$ cat config.mk
export PLATFORM = sky130hd
export DESIGN_NAME = stopwatch_ctrl
export DESIGN_NICKNAME = d
export VERILOG_FILES = /design/src/rtl/stopwatch_pkg.sv /design/src/rtl/stopwatch_ctrl_bcd_digit.sv /design/src/rtl/stopwatch_ctrl.sv
export SDC_FILE = /design/constraint.sdc
export NUM_CORES = 1
export LEC_CHECK = 0
export BUFFER_PORTS_ARGS = -buffer_cell sky130_fd_sc_hd__buf_2
export CORE_UTILIZATION = 55
export CTS_BUF_LIST = sky130_fd_sc_hd__clkbuf_8
export DETAILED_ROUTE_END_ITERATION = 8
export PLACE_DENSITY_LB_ADDON = 0.08
export SKIP_CTS_REPAIR_TIMING = 1
export SKIP_LAST_GASP = 1
export SLEW_MARGIN = 0
export SYNTH_ARGS = -nofsm -noshare
export SYNTH_HDL_FRONTEND = slang
export SYNTH_SLANG_ARGS = --single-unit
$ cat constraint.sdc
create_clock -name clk -period 2.1 [get_ports clk]
set_clock_uncertainty 0.1 [all_clocks]
set_input_delay 0.21 -clock clk [delete_from_list [all_inputs] [get_ports clk]]
set_output_delay 0.21 -clock clk [all_outputs]
set_load 0.005 [all_outputs]
$ cat src/rtl/stopwatch_pkg.sv
// Shared types and constants for the stopwatch controller.
// State encoding, BCD digit limits and the six-digit time bundle.
package stopwatch_pkg;

    typedef enum logic [1:0] {
        CLEARED = 2'd0,
        RUNNING = 2'd1,
        PAUSED  = 2'd2,
        LAP     = 2'd3
    } state_t;

    localparam logic [3:0] CS_MAX    = 4'd9;
    localparam logic [3:0] SEC_T_MAX = 4'd5;
    localparam logic [3:0] DEC_MAX   = 4'd9;

    typedef struct packed {
        logic [3:0] min_t;
        logic [3:0] min_u;
        logic [3:0] sec_t;
        logic [3:0] sec_u;
        logic [3:0] cs_t;
        logic [3:0] cs_u;
    } bcd_time_t;

endpackage

$ cat src/rtl/stopwatch_ctrl_bcd_digit.sv
// One BCD counter digit that rolls over after LIMIT.
// Ports: clk, reset, clr, inc in; value[3:0], carry out.
module bcd_digit
    import stopwatch_pkg::*;
#(
    parameter logic [3:0] LIMIT = DEC_MAX
) (
    input  logic       clk,
    input  logic       reset,
    input  logic       clr,
    input  logic       inc,
    output logic [3:0] value,
    output logic       carry
);

    assign carry = inc && (value == LIMIT);

    // >= so a corrupted out-of-range value recovers on the next increment
    always_ff @(posedge clk) begin
        if (reset || clr) begin
            value <= 4'd0;
        end else if (inc) begin
            value <= (value >= LIMIT) ? 4'd0 : value + 4'd1;
        end
    end

endmodule

$ cat src/rtl/stopwatch_ctrl.sv
// Stopwatch run/pause/lap/clear FSM with a BCD MM:SS.cc counter.
// Ports: clk, reset, tick, start_stop, lap_reset in; six BCD digits, running, lap_active out.
module stopwatch_ctrl
    import stopwatch_pkg::*;
#(
    parameter int MAX_MINUTES = 59
) (
    input  logic       clk,
    input  logic       reset,
    input  logic       tick,
    input  logic       start_stop,
    input  logic       lap_reset,
    output logic [3:0] min_t,
    output logic [3:0] min_u,
    output logic [3:0] sec_t,
    output logic [3:0] sec_u,
    output logic [3:0] cs_t,
    output logic [3:0] cs_u,
    output logic       running,
    output logic       lap_active
);

    localparam logic [3:0] MAX_T = 4'(MAX_MINUTES / 10);
    localparam logic [3:0] MAX_U = 4'(MAX_MINUTES % 10);

    state_t    state;
    state_t    state_nx;
    logic      count_en;
    logic      lap_load;
    logic      live_clr;
    logic      wrap;
    bcd_time_t live;
    bcd_time_t lap_q;
    bcd_time_t view;
    bcd_time_t disp_q;

    logic c_csu;
    logic c_cst;
    logic c_secu;
    logic c_sect;
    logic c_minu;
    logic carry_unused;

    always_ff @(posedge clk) begin
        if (reset) begin
            state <= CLEARED;
        end else begin
            state <= state_nx;
        end
    end

    // start_stop is tested first everywhere, so it wins over lap_reset
    always_comb begin
        state_nx = state;
        case (state)
            CLEARED: begin
                if (start_stop) state_nx = RUNNING;
            end
            RUNNING: begin
                if (start_stop)     state_nx = PAUSED;
                else if (lap_reset) state_nx = LAP;
            end
            LAP: begin
                if (start_stop)     state_nx = PAUSED;
                else if (lap_reset) state_nx = RUNNING;
            end
            PAUSED: begin
                if (start_stop)     state_nx = RUNNING;
                else if (lap_reset) state_nx = CLEARED;
            end
            default: state_nx = CLEARED;
        endcase
    end

    always_comb begin
        running    = 1'b0;
        lap_active = 1'b0;
        count_en   = 1'b0;
        lap_load   = 1'b0;
        live_clr   = 1'b0;
        unique case (1'b1)
            state == RUNNING: begin
                running  = 1'b1;
                count_en = tick;
                lap_load = lap_reset && !start_stop;
            end
            state == LAP: begin
                running    = 1'b1;
                lap_active = 1'b1;
                count_en   = tick;
            end
            state == PAUSED: begin
                live_clr = lap_reset && !start_stop;
            end
            default: begin
            end
        endcase
    end

    // Terminal minute plus a seconds carry forces the minute pair to 00
    assign wrap = c_sect && (live.min_t == MAX_T) && (live.min_u == MAX_U);

    bcd_digit #(.LIMIT(CS_MAX)) u_cs_u (
        .clk(clk), .reset(reset), .clr(live_clr), .inc(count_en),
        .value(live.cs_u), .carry(c_csu)
    );

    bcd_digit #(.LIMIT(CS_MAX)) u_cs_t (
        .clk(clk), .reset(reset), .clr(live_clr), .inc(c_csu),
        .value(live.cs_t), .carry(c_cst)
    );

    bcd_digit #(.LIMIT(DEC_MAX)) u_sec_u (
        .clk(clk), .reset(reset), .clr(live_clr), .inc(c_cst),
        .value(live.sec_u), .carry(c_secu)
    );

    bcd_digit #(.LIMIT(SEC_T_MAX)) u_sec_t (
        .clk(clk), .reset(reset), .clr(live_clr), .inc(c_secu),
        .value(live.sec_t), .carry(c_sect)
    );

    bcd_digit #(.LIMIT(DEC_MAX)) u_min_u (
        .clk(clk), .reset(reset), .clr(live_clr || wrap), .inc(c_sect),
        .value(live.min_u), .carry(c_minu)
    );

    bcd_digit #(.LIMIT(DEC_MAX)) u_min_t (
        .clk(clk), .reset(reset), .clr(live_clr || wrap), .inc(c_minu),
        .value(live.min_t), .carry(carry_unused)
    );

    // Latch captures the live count as it stood before the lap edge
    always_ff @(posedge clk) begin
        if (reset) begin
            lap_q <= '0;
        end else if (lap_load) begin
            lap_q <= live;
        end
    end

    assign view = (state == LAP) ? lap_q : live;

    always_ff @(posedge clk) begin
        if (reset) begin
            disp_q <= '0;
        end else begin
            disp_q <= view;
        end
    end

    assign min_t = disp_q.min_t;
    assign min_u = disp_q.min_u;
    assign sec_t = disp_q.sec_t;
    assign sec_u = disp_q.sec_u;
    assign cs_t  = disp_q.cs_t;
    assign cs_u  = disp_q.cs_u;

endmodule

==> results of run 1 <==
-- layout by cell type, fill, tap and decap left out, types with 3 or more instances in the layout --
cell and instances:
nand2_1 104, dfxtp_1 74, a21oi_1 64, buf_2 30
nor2_1 18, ha_1 18, inv_1 15, clkbuf_8 9
buf_4 9, nand4_1 8, xnor2_1 6, o21ai_0 6
nand2b_1 5, nand3_1 5, nor2b_1 4, o21ai_1 4
a31o_2 3, xor2_1 3, o31ai_1 3
-- worst reg2reg max path: cells and delay by family (launching register included) --
family | cells | cell delay [ns]
DFF | 1 | 0.46
adders and majority gates | 1 | 0.21
AOI/OAI and AO/OA | 2 | 0.29
and+or+nand+nor | 2 | 0.71
-- layout make-up --
cell class | count | area, sq um | share of cell area
Clock buffer | 9 | 124 | 0.0336
Clock inverter | 7 | 101 | 0.0275
Inverter | 16 | 60.1 | 0.0163
Multi-Input combinational cell | 283 | 1610 | 0.437
Sequential cell | 74 | 1480 | 0.402
Tap cell | 72 | 90.1 | 0.0245
Timing Repair Buffer | 39 | 218 | 0.0591
-- path summary, 6_finish.rpt --
path | start | endpoint | slack [ns] | depth (start not counted)
setup / recovery | u_cs_t.value[0] | u_min_u.value[3] | 0.22 | 5
hold / removal | lap_reset | state[1] | 0.07 | 3
setup reg to reg | u_cs_t.value[0] | u_min_u.value[3] | 0.22 | 5
hold reg to reg | lap_q[20] | min_t[0] | 0.36 | 2
-- power groups by stage --
stage / Sequential (mW) / Clock, mW / Combinational, mW
6_report: 1.42 / 1.25 / 0.101
4_1_cts: 1.42 / 1.27 / 0.101
5_1_grt: 1.42 / 1.33 / 0.110
3_3_place_gp: 1.45 / 0 / 0.0994
2_1_floorplan: 1.45 / 0 / 0.0761
3_5_place_dp: 1.45 / 0 / 0.101
-- registers in the layout, indices dropped and copies added, names as in the netlist --
register       cells
cs_t               4
cs_u               4
lap_q             24
min_t              4
min_u              4
sec_t              4
sec_u              4
state              2
u_cs_t.value       4
u_cs_u.value       4
u_min_t.value      4
u_min_u.value      4
u_sec_t.value      4
u_sec_u.value      4
-- cell usage after synthesis, types with 2 or more instances --
cell type,count
xnor2_1,6
nand3_1,5
nand4_1,8
mux2i_1,2
o31ai_1,3
inv_1,15
a21oi_1,64
nand2b_1,5
nand3b_1,2
and3b_1,2
xor2_1,3
buf_2,4
nor2b_1,4
dfxtp_1,74
nand2_1,104
nor3_1,2
ha_1,18
o21ai_1,4
a31o_2,3
or3_1,2
nor3b_1,2
a41oi_1,2
nor2_1,18
clkbuf_1,16
o21ai_0,6
-- layer usage --
| layer | global-route usage | share of wire |
|---|---|---|
| met1 | 0.287 | 0.46 |
| met2 | 0.383 | 0.47 |
| met3 | 0.0414 | 0.045 |
| met4 | 0.111 | 0.020 |
| met5 | 0 | 0 |
-- cell families (layout without fill, tap and decap cells) --
| group | Yosys count | in the layout | synth area share |
|---|---|---|---|
| AO/OA/AOI/OAI | 87 | 87 | 0.151 |
| XOR/XNOR | 9 | 9 | 0.0243 |
| adder cells (fa/ha/maj) | 18 | 18 | 0.0696 |
| buffers and inverters | 37 | 71 | 0.0456 |
| flip-flops | 74 | 74 | 0.457 |
| multiplexers | 2 | 2 | 0.00618 |
| AND/OR/NAND/NOR | 167 | 167 | 0.246 |
==> impl_metrics.tcl, run 1 <==
set metrics [dict create \
    drtIter0Drc 200 \
    row_count 27 \
    ys_top_cells_by_area "dfxtp_1 (46%), nand2_1 (12%), a21oi_1 (9.9%)" \
    dpl-instance-area_sq_mm 0.00346 \
    cts_max_path_buffers 2 \
    critPathMaxStageDelay_ns 0.47 \
    hold_violations 0 \
    vias_per_cell 5.36 \
    fin_crit_ns 1.88 \
    drcViolationCount 0 \
    cp_slowest_cell "and4_1" \
    cts_sinks 74 \
    syn_avg_cell_area_sq_um 8.22 \
    synth-seq-cells 74 \
    power_density_mw_per_mm2 751 \
    total_power_mw 2.77 \
    tightest_slew_ns 0.593 \
    sw_frac_of_total 0.233 \
    hold_slack_ns 0.0717 \
    h-tree-depth 3 \
    vias 2682 \
    cts_made_buffers 9 \
    synthCells 394 \
    grt_pass1_vias 2438 \
    routed_wl_microns 6610 \
    insertion_delay_ns 0.35 \
    die-area_sq_mm 0.00620 \
    dpl.hpwl_microns 4470 \
    io_pins 31 \
    final.setup.worst_slack_ns 0.219 \
    fillers 490 \
    grt_setup_unrepaired "no" \
    syn-num-nets 417 \
    place_congestion 0.862 \
    grt_max_degree 31 \
    crit_arrival_ns 2.02 \
    seqPwrFrac 0.512 \
    crit_family "simple AND/OR/NAND/NOR gates" \
    wl_per_cell_microns 13.2 \
    synth_cell_types 45 \
    core_sq_mm 0.00557 \
    slew_violations 0 \
    start_kind "flop" \
    cp.required_ns 2.24 \
    grt_pass1_wl_microns 11000 \
    timing.fmax_mhz 532 \
    portBuffers 30 \
    crit_buf_inv 0 \
    syn_area_sq_mm 0.00324 \
    clockPowerShare 0.451 \
    drt_pre_antenna_iters 4 \
    status "finished clean" \
    p_leak_nw 1.39 \
    yosys.area.top_type "dfxtp_1" \
    drive_above_1_share 0.161 \
    synth_top_area_frac 0.457 \
    synth_async_sr_flop_share 0 \
    min_path_type "in2reg" \
    antenna_cells 0 \
    synth_edf_count 0 \
    fin_area_sq_mm 0.00368 \
    relSlewSlack 0.603 \
    fin_cells 500 \
    cp_max_fo 10 \
    final.setup.tns_ns 0 \
    root_buffer "clkbuf_8" \
    area_growth_pct 13.8 \
    cts_tree "done" \
    critical_path_class "reg2reg" \
    finalCritPeriodShare 0.896 \
    power_frac_comb 0.036 \
    synthFlopType "dfxtp_1" \
    cap_violations 0 \
    start_util 0.581 \
    synth_warnings 0 \
    cp_cell_sequence "ha_1, and3b_2, and4_1, a31o_2, a21oi_2" \
    ir_drop_uv 499 \
    dp_slack_ns 0.245 \
    switching_power_mw 0.645 \
    crit_path_end_kind "flop" \
    finalCoreUtilization 0.661 \
    intPower_mw 2.12 \
    yosysSeqAreaShare 0.457 \
    die_w_microns 78.7 \
    clk_pin_slew_ns 0.08 \
    nets 446 \
    overflow 0 \
    grt_usage 0.230 \
    die_h_microns 78.7 \
    drtAntennaViolNets 0 \
    antenna_found_initial 0 \
    dp.cells 484 \
    setup_viol 0 \
]
Note: power is estimated with default switching activity, not from simulation.
==> run 2: changes to the inputs <==
--- a/config.mk
+++ b/config.mk
@@ -6,8 +6,11 @@
 export NUM_CORES = 1
 export LEC_CHECK = 0
 export BUFFER_PORTS_ARGS = -buffer_cell sky130_fd_sc_hd__buf_2
-export CORE_UTILIZATION = 55
+export CELL_PAD_IN_SITES_DETAIL_PLACEMENT = 1
+export CELL_PAD_IN_SITES_GLOBAL_PLACEMENT = 2
+export CORE_UTILIZATION = 37
 export CTS_BUF_LIST = sky130_fd_sc_hd__clkbuf_8
+export CTS_CLUSTER_DIAMETER = 200
 export DETAILED_ROUTE_END_ITERATION = 8
 export PLACE_DENSITY_LB_ADDON = 0.08
 export SKIP_CTS_REPAIR_TIMING = 1
==> run 2 against run 1 <==
  * Clock power fell by 26%
  * Sequential power barely moved
  * Design area fell by 0.37%
  * Setup slack got worse by 0.018 ns
  * Global-route usage fell by 3.3 points
  * Non-clock buffer count rose by 3
  * Critical path depth fell by 2
  * Power fell by 11%
  * Sequential share of layout area rose by 0.15 points
  * Fmax fell by 0.95%
  * Critical endpoint is now lap_active
  * Largest power group unchanged
==> impl_metrics.tcl, run 2 (synthesis gave the netlist of run 1 again) <==
set metrics [dict create \
    status "finished clean" \
    vias 2712 \
    setup_viol 0 \
    register_area_sq_mm 0.00148 \
    hold_slack_ns 0.0748 \
    grt_pass1_vias 2840 \
    intPower_mw 1.84 \
    dp.cells 520 \
    grt_setup_unrepaired "no" \
    drt_pre_antenna_iters 5 \
    min_path_type "in2reg" \
    root_buffer "clkbuf_8" \
    fillers 1044 \
    p_leak_nw 1.38 \
    grt_max_degree 51 \
    hold_violations 0 \
    core_sq_mm 0.00834 \
    tightest_slew_ns 0.549 \
    grt_usage 0.197 \
    cts_max_path_buffers 2 \
    insertion_delay_ns 0.35 \
    finalCritPeriodShare 0.904 \
    area_growth_pct 13.3 \
    die_h_microns 95.6 \
    reg2reg_slack_ns 0.23 \
    final.setup.worst_slack_ns 0.201 \
    dpl.hpwl_microns 5250 \
    cts_sinks 74 \
    clk_pin_slew_ns 0.08 \
    start_util 0.388 \
    fin_area_sq_mm 0.00367 \
    fin_cells 533 \
    crit_path_end_kind "primary output" \
    final_cell_mix "nand2_1 (104), dfxtp_1 (74), a21oi_1 (64), buf_2 (30)" \
    dpl-instance-area_sq_mm 0.00352 \
    cp_max_fo 25 \
    start_kind "flop" \
    overflow 0 \
    ir_drop_uv 281 \
    place_congestion 0.744 \
    die_w_microns 95.6 \
    row_count 33 \
    drive_above_1_share 0.161 \
    power_density_mw_per_mm2 669 \
    drcViolationCount 0 \
    power_frac_comb 0.044 \
    largest_register "lap_q" \
    drtAntennaViolNets 0 \
    nets 449 \
    wl_per_cell_microns 15.0 \
    routed_wl_microns 7970 \
    relSlewSlack 0.634 \
    io_pins 31 \
    h-tree-depth 3 \
    multi_input_area_sq_mm 0.00161 \
    timing.fmax_mhz 527 \
    fin_crit_ns 1.90 \
    antenna_cells 0 \
    largest_reg_flops 24 \
    crit_arrival_ns 1.59 \
    final_common_cell "nand2_1" \
    critical_path_class "reg2out" \
    cap_violations 0 \
    slew_violations 0 \
    vias_per_cell 5.09 \
    drtIter0Drc 32 \
    die-area_sq_mm 0.00913 \
    seqPwrFrac 0.577 \
    cp.required_ns 1.79 \
    clockPowerShare 0.379 \
    final.setup.tns_ns 0 \
    grt_pass1_wl_microns 13700 \
    dp_slack_ns 0.238 \
    cts_made_buffers 9 \
    antenna_found_initial 0 \
    cts_tree "done" \
    sw_frac_of_total 0.249 \
    portBuffers 30 \
    switching_power_mw 0.612 \
]
-- run 2: final timing paths --
path                         from  depth (start not counted)          endpoint
setup / recovery         state[0]                          3        lap_active
hold / removal         start_stop                          3          state[0]
setup reg to reg  u_cs_u.value[1]                          6  u_min_u.value[3]
hold reg to reg         lap_q[16]                          2          min_u[0]
-- run 2: per-layer routing --
layer / track usage / part of all wire / wire length [microns]
met1: 0.239 / 0.48 / 3790
met2: 0.346 / 0.49 / 3910
met3: 0.0359 / 0.017 / 139
met4: 0.0746 / 0.017 / 132
met5: 0 / 0 / 0
-- run 2: area by class of cell --
class	count	share of cell area
Tap cell	105	0.0358
Multi-Input combinational cell	283	0.438
Clock buffer	9	0.0338
Inverter	16	0.0167
Clock inverter	4	0.00614
Sequential cell	74	0.404
Timing Repair Buffer	42	0.0655
-- run 2: critical path: stages, from the launching register on --
cell and delay, ns:
dfxtp_1 0.43, nand2_1 0.16, clkinv_2 0.37, buf_2 0.28
-- run 2: power by group through the flow --
stage | Clock, mW | Sequential, mW | Combinational [mW]
6_report | 0.930 | 1.42 | 0.109
5_1_grt | 1.02 | 1.42 | 0.121
4_1_cts | 0.963 | 1.42 | 0.111
3_5_place_dp | 0 | 1.45 | 0.110
3_3_place_gp | 0 | 1.45 | 0.110
2_1_floorplan | 0 | 1.45 | 0.0761
-- run 2: through the flow --
stage,utilization,power (mW)
4_1_cts,0.440,2.49
5_1_grt,0.440,2.55
2_1_floorplan,-,1.52
3_3_place_gp,0.422,1.56
6_report,0.440,2.46
3_5_place_dp,0.422,1.56
